$ cat src/rtl/cp0_ctrl_pkg.sv
// Shared CP0 constants: register numbers, field positions, exception codes, default addresses.
package cp0_ctrl_pkg;

   localparam logic [4:0] CP0_SR    = 5'd12;
   localparam logic [4:0] CP0_CAUSE = 5'd13;
   localparam logic [4:0] CP0_EPC   = 5'd14;
   localparam logic [4:0] CP0_PRID  = 5'd15;

   localparam int SR_IE       = 0;
   localparam int SR_EXL      = 1;
   localparam int SR_IM_LO    = 10;
   localparam int SR_IM_HI    = 15;
   localparam int CAUSE_BD    = 31;
   localparam int CAUSE_IP_LO = 10;
   localparam int CAUSE_EC_LO = 2;

   typedef enum logic [4:0] {
      EXC_INT     = 5'd0,
      EXC_ADEL    = 5'd4,
      EXC_ADES    = 5'd5,
      EXC_SYSCALL = 5'd8,
      EXC_RI      = 5'd10,
      EXC_OV      = 5'd12
   } exc_code_e;

   localparam logic [31:0] EXC_ADDR_DEF   = 32'h0000_4180;
   localparam logic [31:0] PRID_VALUE_DEF = 32'h0000_4350;

endpackage

$ cat src/rtl/cp0_ctrl.sv
// Coprocessor 0: SR/Cause/EPC, interrupt/exception request, mfc0/mtc0, eret return address.
// Optional macro CP0_PRID_EN makes reg 15 (PRId) read PRID_VALUE.
module cp0_ctrl
   import cp0_ctrl_pkg::*;
#(
   parameter logic [31:0] PRID_VALUE = PRID_VALUE_DEF,
   parameter logic [31:0] EXC_ADDR   = EXC_ADDR_DEF
) (
   input  logic        clk,
   input  logic        reset,
   input  logic [4:0]  A1,
   input  logic [4:0]  A2,
   input  logic [31:0] DIn,
   input  logic        WE,
   input  logic [31:0] VPC,
   input  logic        BDIn,
   input  logic [4:0]  ExcCodeIn,
   input  logic [5:0]  HWInt,
   input  logic        EXLClr,
   output logic [31:0] DOut,
   output logic [31:0] EPCOut,
   output logic [31:0] HandlerPC,
   output logic        Req
);

`ifdef CP0_PRID_EN
   localparam logic PRID_EN = 1'b1;
`else
   localparam logic PRID_EN = 1'b0;
`endif

   logic [5:0]  im_q, im_d;
   logic        exl_q, exl_d;
   logic        ie_q, ie_d;
   logic        bd_q, bd_d;
   logic [5:0]  ip_q, ip_d;
   logic [4:0]  exc_q, exc_d;
   logic [31:0] epc_q, epc_d;

   logic        int_req, exc_req;
   logic [31:0] sr_word, cause_word, prid_word;

   assign int_req = (|(HWInt & im_q)) & ie_q & ~exl_q;
   assign exc_req = (ExcCodeIn != 5'd0) & ~exl_q;
   assign Req     = int_req | exc_req;

   assign sr_word    = {16'd0, im_q, 8'd0, exl_q, ie_q};
   assign cause_word = {bd_q, 15'd0, ip_q, 3'd0, exc_q, 2'd0};
   assign prid_word  = PRID_VALUE & {32{PRID_EN}};

   always_comb begin
      DOut = 32'd0;
      case (A1)
         CP0_SR:    DOut = sr_word;
         CP0_CAUSE: DOut = cause_word;
         CP0_EPC:   DOut = epc_q;
         CP0_PRID:  DOut = prid_word;
         default:   DOut = 32'd0;
      endcase
   end

   assign EPCOut    = epc_q;
   assign HandlerPC = EXC_ADDR;

   always_comb begin
      im_d  = im_q;
      exl_d = exl_q;
      ie_d  = ie_q;
      bd_d  = bd_q;
      ip_d  = HWInt;
      exc_d = exc_q;
      epc_d = epc_q;
      if (Req) begin
         // Victim is cancelled, so any same-cycle mtc0 is dropped.
         exl_d = 1'b1;
         bd_d  = BDIn;
         exc_d = int_req ? EXC_INT : ExcCodeIn;
         epc_d = BDIn ? (VPC - 32'd4) : VPC;
      end else begin
         if (WE && A2 == CP0_SR) begin
            im_d  = DIn[SR_IM_HI:SR_IM_LO];
            exl_d = DIn[SR_EXL];
            ie_d  = DIn[SR_IE];
         end
         if (WE && A2 == CP0_EPC)
            epc_d = DIn & ~32'd3;
         if (EXLClr)
            exl_d = 1'b0;
      end
   end

   always_ff @(posedge clk) begin
      if (reset) begin
         im_q  <= 6'd0;
         exl_q <= 1'b0;
         ie_q  <= 1'b0;
         bd_q  <= 1'b0;
         ip_q  <= 6'd0;
         exc_q <= 5'd0;
         epc_q <= 32'd0;
      end else begin
         im_q  <= im_d;
         exl_q <= exl_d;
         ie_q  <= ie_d;
         bd_q  <= bd_d;
         ip_q  <= ip_d;
         exc_q <= exc_d;
         epc_q <= epc_d;
      end
   end

endmodule
$ cat config.mk
export PLATFORM = sky130hd
export DESIGN_NAME = cp0_ctrl
export DESIGN_NICKNAME = d
export VERILOG_FILES = /design/src/rtl/cp0_ctrl_pkg.sv /design/src/rtl/cp0_ctrl.sv
export SDC_FILE = /design/constraint.sdc
export NUM_CORES = 1
export LEC_CHECK = 0
export CAP_MARGIN = 0
export CORE_MARGIN = 2
export CORE_UTILIZATION = 37
export CTS_CLUSTER_DIAMETER = 80
export DETAILED_ROUTE_END_ITERATION = 10
export GPL_TIMING_DRIVEN = 0
export MAX_ROUTING_LAYER = met4
export PLACE_DENSITY = 0.76
export SETUP_SLACK_MARGIN = 0.02
export SLEW_MARGIN = 20
export SYNTH_ARGS = -nofsm -noshare
export SYNTH_HDL_FRONTEND = slang
export SYNTH_SLANG_ARGS = --single-unit
export TNS_END_PERCENT = 1
$ cat constraint.sdc
create_clock -name clk -period 4.1 [get_ports clk]
set_clock_uncertainty 0.2 [all_clocks]
set_input_delay 1.23 -clock clk [delete_from_list [all_inputs] [get_ports clk]]
set_output_delay 1.23 -clock clk [all_outputs]
set_load 0.03 [all_outputs]
==> results.tsv, run 1 <==
metric	value	unit
fmax	246	MHz
WL final	11300	um
residual DRC count	0	
leakage	2.45	nW
post-route cell area	5520	um2
Slowest Stage Delay on Critical Path	0.41	ns
Die Span X	102	um
Worst-path clk slew	0.09	ns
startpoint types	input port	
mapped cell area	3520	um2
period utilization	99.1	%
DR iter-0 viols	113	
library cells used by synthesis	48	
VDD IR-drop max	0.150	mV
Final HPWL DP	9120	um
Slew @ Worst Pin	0.613	ns
Final TNS setup	0	ns
Placed Instances	708	
EDFF count, synth	0	
initial antenna violation count	0	
Final Hold Fails	0	
Syn Inst Count	397	
grt total ovfl	0	
count of buffers from port buffering	152	
Synth Flop Type	dfxtp_1	
Num CTS Buffers	5	
max_cap viols	0	
Slew HR	58.8	%
yosys synthesis warning count	0	
outcome	completed	
Power Density	242	nW/um2
die area	10300	um2
CP Max Fanout	7	
worst path cell trace	clkdlybuf4s15_1 -> or3_4 -> nor2_4 -> clkbuf_8 -> a22o_1 -> buf_6	
min Tclk post-route	4.06	ns
Final Max Tran Viols	0	
CTS max path bufs	2	
worst path required time	2.67	ns
vias in the first global route	3334	
drt pass-1 iters	4	
post-route non-filler standard cell count	722	
Tot GR Track Use	21.5	%
layout cells sized above 1	23.1	%
via density per instance	4.81	
Post-DP Area	5320	um2
Crit. End Element	output pin	
worst skew pair latency	0.31	ns
synthesis-to-finish area growth	56.7	%
largest net degree at the start of global routing	18	
Avg Cell Area, Syn	8.87	um2
flip-flop and latch count after synthesis	52	
row count	35	
nets	683	
die height	102	um
Initial Util	38.1	%
core area	9240	um2
CP Class	in2out	
CTS tree	done	
routed length per placed instance	15.7	um
n_diodes	0	
H-Tree Depth	2	
Routed Antenna Nets	0	
Placer Congestion	0.940	
RSZ-0062 raised after global routing	yes	
Sink Count	52	
Post-synth ARST share	0	%
Boundary Pins	187	
DR vias	3476	
# hold bufs at CTS	0	
root buffer cell	clkbuf_8	
slowest CP cell	or3_4	
Worst Path Arrival	2.63	ns
Seq/Total Area, Yosys	29.6	%
Tightest Hold Check Type	reg2reg	
final setup vio count	0	
first-pass GRT wire length	16900	um
## power breakdown
group	total (mW)	leakage (nW)	switching, mW	internal (mW)
combinational	0.462	1.98	0.243	0.219
clock	0.302	0.0404	0.181	0.121
sequential	0.572	0.431	0.0293	0.543
## layout make-up
class	instances	area (um2)
fillers	833	3720
multi-input cells	312	2250
repair buffers	160	1560
flip-flops and latches	52	1040
plain buffers	56	390
well taps	129	161
clock buffers	5	68.8
inverters	5	26.3
clock inverters	3	23.8
## critical path, delay by kind of cell
kind	cells	cell delay (ns)
AO/OA/AOI/OAI	1	0.16
buffers and inverters	3	0.57
AND/OR/NAND/NOR	2	0.66
## sequential cells by signal, summed over array words and instances (netlist names)
name    flops
exl_q       1
ip_q        6
im_q        6
bd_q        1
exc_q       5
ie_q        1
EPCOut     32
## placed cells by master (no fill, tap or decap), types with 5 or more instances in the layout
cell type / n
nor2b_1: 7
buf_2: 10
nor3_1: 6
o21ai_0: 6
clkbuf_1: 8
dfxtp_1: 52
conb_1: 32
a22o_1: 9
a21oi_1: 18
nand2_1: 19
and2_1: 17
nor2_1: 33
nand3_1: 8
a21o_1: 13
buf_6: 9
clkbuf_8: 9
clkdlybuf4s15_2: 8
mux2_2: 9
buf_4: 56
xnor2_1: 22
mux2i_1: 37
a211oi_1: 15
clkdlybuf4s50_1: 111
dlygate4sd2_1: 6
nor4_4: 5
nor4_1: 5
## cell usage after synthesis, drive strengths merged (4+ instances only)
cell type | n | share of area [%]
dfxtp | 52 | 30
buf | 44 | 9.1
mux2i | 37 | 11
nor2 | 34 | 3.6
nand2 | 23 | 2.7
xnor2 | 22 | 5.5
a21oi | 21 | 3.3
and2 | 19 | 3.4
a211oi | 15 | 3.2
clkbuf | 14 | 1.5
a21o | 13 | 2.8
nor4 | 12 | 4.6
a22o | 9 | 2.2
mux2 | 9 | 2.9
nor3 | 9 | 1.7
nand3 | 8 | 1.1
o21ai | 8 | 1.1
nor2b | 7 | 1.2
inv | 5 | 0.53
nand2b | 5 | 1.1
nor4b | 4 | 2.3
xor2 | 4 | 0.99
## kinds of logic after synthesis
group	Yosys count	share of synthesized area (%)
other	2	0.213
buffers and inverters	63	11.1
multiplexers	46	13.4
AO/OA/AOI/OAI	72	14.1
flip-flops	52	29.6
adder cells (fa/ha/maj)	1	0.355
AND/OR/NAND/NOR	135	24.8
XOR/XNOR	26	6.47
## metal layers
layer	global-route usage [%]	share of wire, %	vias to the layer above
met1	26.2	42	1619
met2	37.3	51	125
met4	5.41	1.6	0
met5	-	0	-
met3	2.83	5.3	13
li1	-	-	1719
## through the flow
stage	power (mW)	hold slack [ns]	util [%]	setup WS, ns
floorplan	0.827	0.232	-	0.00908
global placement	1.03	0.245	57.5	-1.35
detailed placement	1.04	0.248	57.5	-1.43
CTS	1.34	0.266	59.5	0.00758
global route	1.39	0.292	59.7	0.00216
finish	1.34	0.266	59.7	0.0376
## worst paths after layout
path	slack (ns)	depth (start not counted)	start	end
worst max register to register	1.86	8	im_q[3]	EPCOut[9]
worst max-delay path	0.04	6	A1[4]	DOut[2]
worst min register to register	0.27	2	exc_q[1]	exc_q[1]
worst min-delay path	0.27	2	exc_q[1]	exc_q[1]
## timing repair
item / in CTS / in global routing
setup endpoints to repair: 33 / 30
gates resized for setup: 215 / 1
pin swaps: 7 / 6
buffers inserted: 4 / 2
cloned: 2 / 0
No activity file was read; power rests on OpenSTA's default activity.
==> inputs of run 2 (changes only) <==
--- a/config.mk
+++ b/config.mk
@@ -14,6 +14,7 @@
 export MAX_ROUTING_LAYER = met4
 export PLACE_DENSITY = 0.76
 export SETUP_SLACK_MARGIN = 0.02
+export SKIP_CTS_REPAIR_TIMING = 1
 export SLEW_MARGIN = 20
 export SYNTH_ARGS = -nofsm -noshare
 export SYNTH_HDL_FRONTEND = slang
==> run 2 against run 1 <==
Against the previous run: the flow now finishes with violations (setup timing); non-clock buffer count decreased by 2; maximum frequency decreased by 2.0%; highest routed layer unchanged; total power increased by 0.37%; routed wire length increased by 0.89%; critical path depth unchanged; largest power group unchanged; final cell count down 0.28%; first-iteration DRC count shrank 12%.
==> results.tsv, run 2 (same netlist as run 1, synthesis figures left out) <==
metric	value	unit	change
Final HPWL DP	9120	um	unchanged
post-route non-filler standard cell count	720		-0.28%
count of buffers from port buffering	152		unchanged
Initial Util	38.1	%	unchanged
commonest non-fill, non-tap cells in the layout	clkdlybuf4s50_1 (112), dfxtp_1 (52), buf_4 (48)		
n_diodes	0		unchanged
largest net degree at the start of global routing	18		unchanged
Tightest Hold Check Type	reg2reg		
min Tclk post-route	4.15	ns	+0.0836 ns
row count	35		unchanged
RSZ-0062 raised after global routing	yes		
Num CTS Buffers	5		unchanged
Placed Instances	708		unchanged
post-route setup slack	-0.0460	ns	-0.0836 ns
Placer Congestion	0.940		unchanged
VDD IR-drop max	0.147	mV	-1.7%
synthesis-to-finish area growth	57.8	%	
Power Density	241	nW/um2	-0.31%
Worst Path Arrival	2.72	ns	+0.09 ns
CTS max path bufs	2		unchanged
leakage	2.54	nW	+3.7%
most common cell after layout, fill and taps aside	clkdlybuf4s50_1		
outcome	complete, but fails checks		
vias in the first global route	3289		-1.3%
core area	9240	um2	unchanged
final setup vio count	1		+1
CTS tree	done		
worst path required time	2.67	ns	about the same
Crit. End Element	output pin		
period utilization	101	%	+2.0 points
Final Max Tran Viols	0		unchanged
die area	10300	um2	unchanged
via density per instance	4.78		-0.73%
CP Max Fanout	17		+10
initial antenna violation count	0		unchanged
Final Hold Fails	0		unchanged
nets	681		-0.29%
DR vias	3441		-1.0%
Boundary Pins	187		unchanged
Routed Antenna Nets	0		unchanged
fmax	241	MHz	-2.0%
Tot Pwr	1.34	mW	+0.37%
layout cells sized above 1	23.7	%	+0.59 points
root buffer cell	clkbuf_8		
residual DRC count	0		unchanged
first-pass GRT wire length	16400	um	-2.7%
grt total ovfl	0		unchanged
Tot GR Track Use	20.8	%	-0.68 points
routed length per placed instance	15.9	um	+1.2%
Worst-path clk slew	0.10	ns	about the same
worst skew pair latency	0.31	ns	about the same
Slew @ Worst Pin	0.641	ns	+0.0284 ns
Die Span X	102	um	unchanged
violated checks	setup timing		
drt pass-1 iters	4		unchanged
WL final	11400	um	+0.89%
max_cap viols	0		unchanged
die height	102	um	unchanged
Sink Count	52		unchanged
max reg flops	32		unchanged
startpoint types	input port		
DR iter-0 viols	99		-12%
H-Tree Depth	2		unchanged
CP Class	in2out		
Final TNS setup	-0.0460	ns	-0.0460 ns
Slew HR	56.9	%	-1.9 points
==> run 2: changes by cell type in the layout (fill, tap and decap cells not counted), sizes merged <==
cell / previous run / this run
clkdlybuf4s15: 9 / 0
dlymetal6s2s: 1 / 9
clkbuf: 19 / 25
dlygate4sd2: 6 / 0
buf: 75 / 73
clkdlybuf4s50: 111 / 112
==> run 2: final timing paths <==
check | from | end | cells past startpoint | slack, ns
max | HWInt[0] | Req | 6 | -0.05
min | exc_q[1] | exc_q[1] | 2 | 0.27
max reg2reg | im_q[0] | EPCOut[5] | 9 | 1.80
min reg2reg | exc_q[1] | exc_q[1] | 2 | 0.27
==> run 2: cell type report <==
cell class              instances  area [um2]
clock inverters                 3        23.8
fillers                       822        3680
inverters                       5        26.3
plain buffers                  56         389
flip-flops and latches         52        1040
multi-input cells             312        2280
repair buffers                158        1570
well taps                     129         161
clock buffers                   5        68.8
==> run 2: report_power, final <==
| group | switching, mW | internal [mW] |
|---|---|---|
| clock | 0.182 | 0.121 |
| combinational | 0.243 | 0.222 |
| sequential | 0.0301 | 0.543 |
==> run 2: per-stage QoR <==
stage | setup WS [ns] | utilization (%) | instance area (um2) | hold WS, ns
final | -0.0460 | 60.1 | 5560 | 0.268
after CTS | -1.44 | 58.5 | 5410 | 0.266
after detailed placement | -1.43 | 57.5 | 5320 | 0.248
after floorplan | 0.00908 | - | 3630 | 0.232
after global placement | -1.35 | 57.5 | 5320 | 0.245
after global routing | -0.0817 | 60.1 | 5560 | 0.292
==> run 2: worst max-delay path, cell delays in order <==
cell,delay (ns)
clkdlybuf4s50_1,0.44
a22o_1,0.28
o311ai_2,0.31
and2_4,0.24
inv_8,0.07
buf_6,0.14
==> run 2: per-layer routing <==
layer	routed length, um	vias up	GRT usage [%]
met5	0	-	-
met4	133	0	4.05
met3	599	9	2.42
met2	5860	113	36.3
met1	4820	1604	25.9
li1	-	1715	-
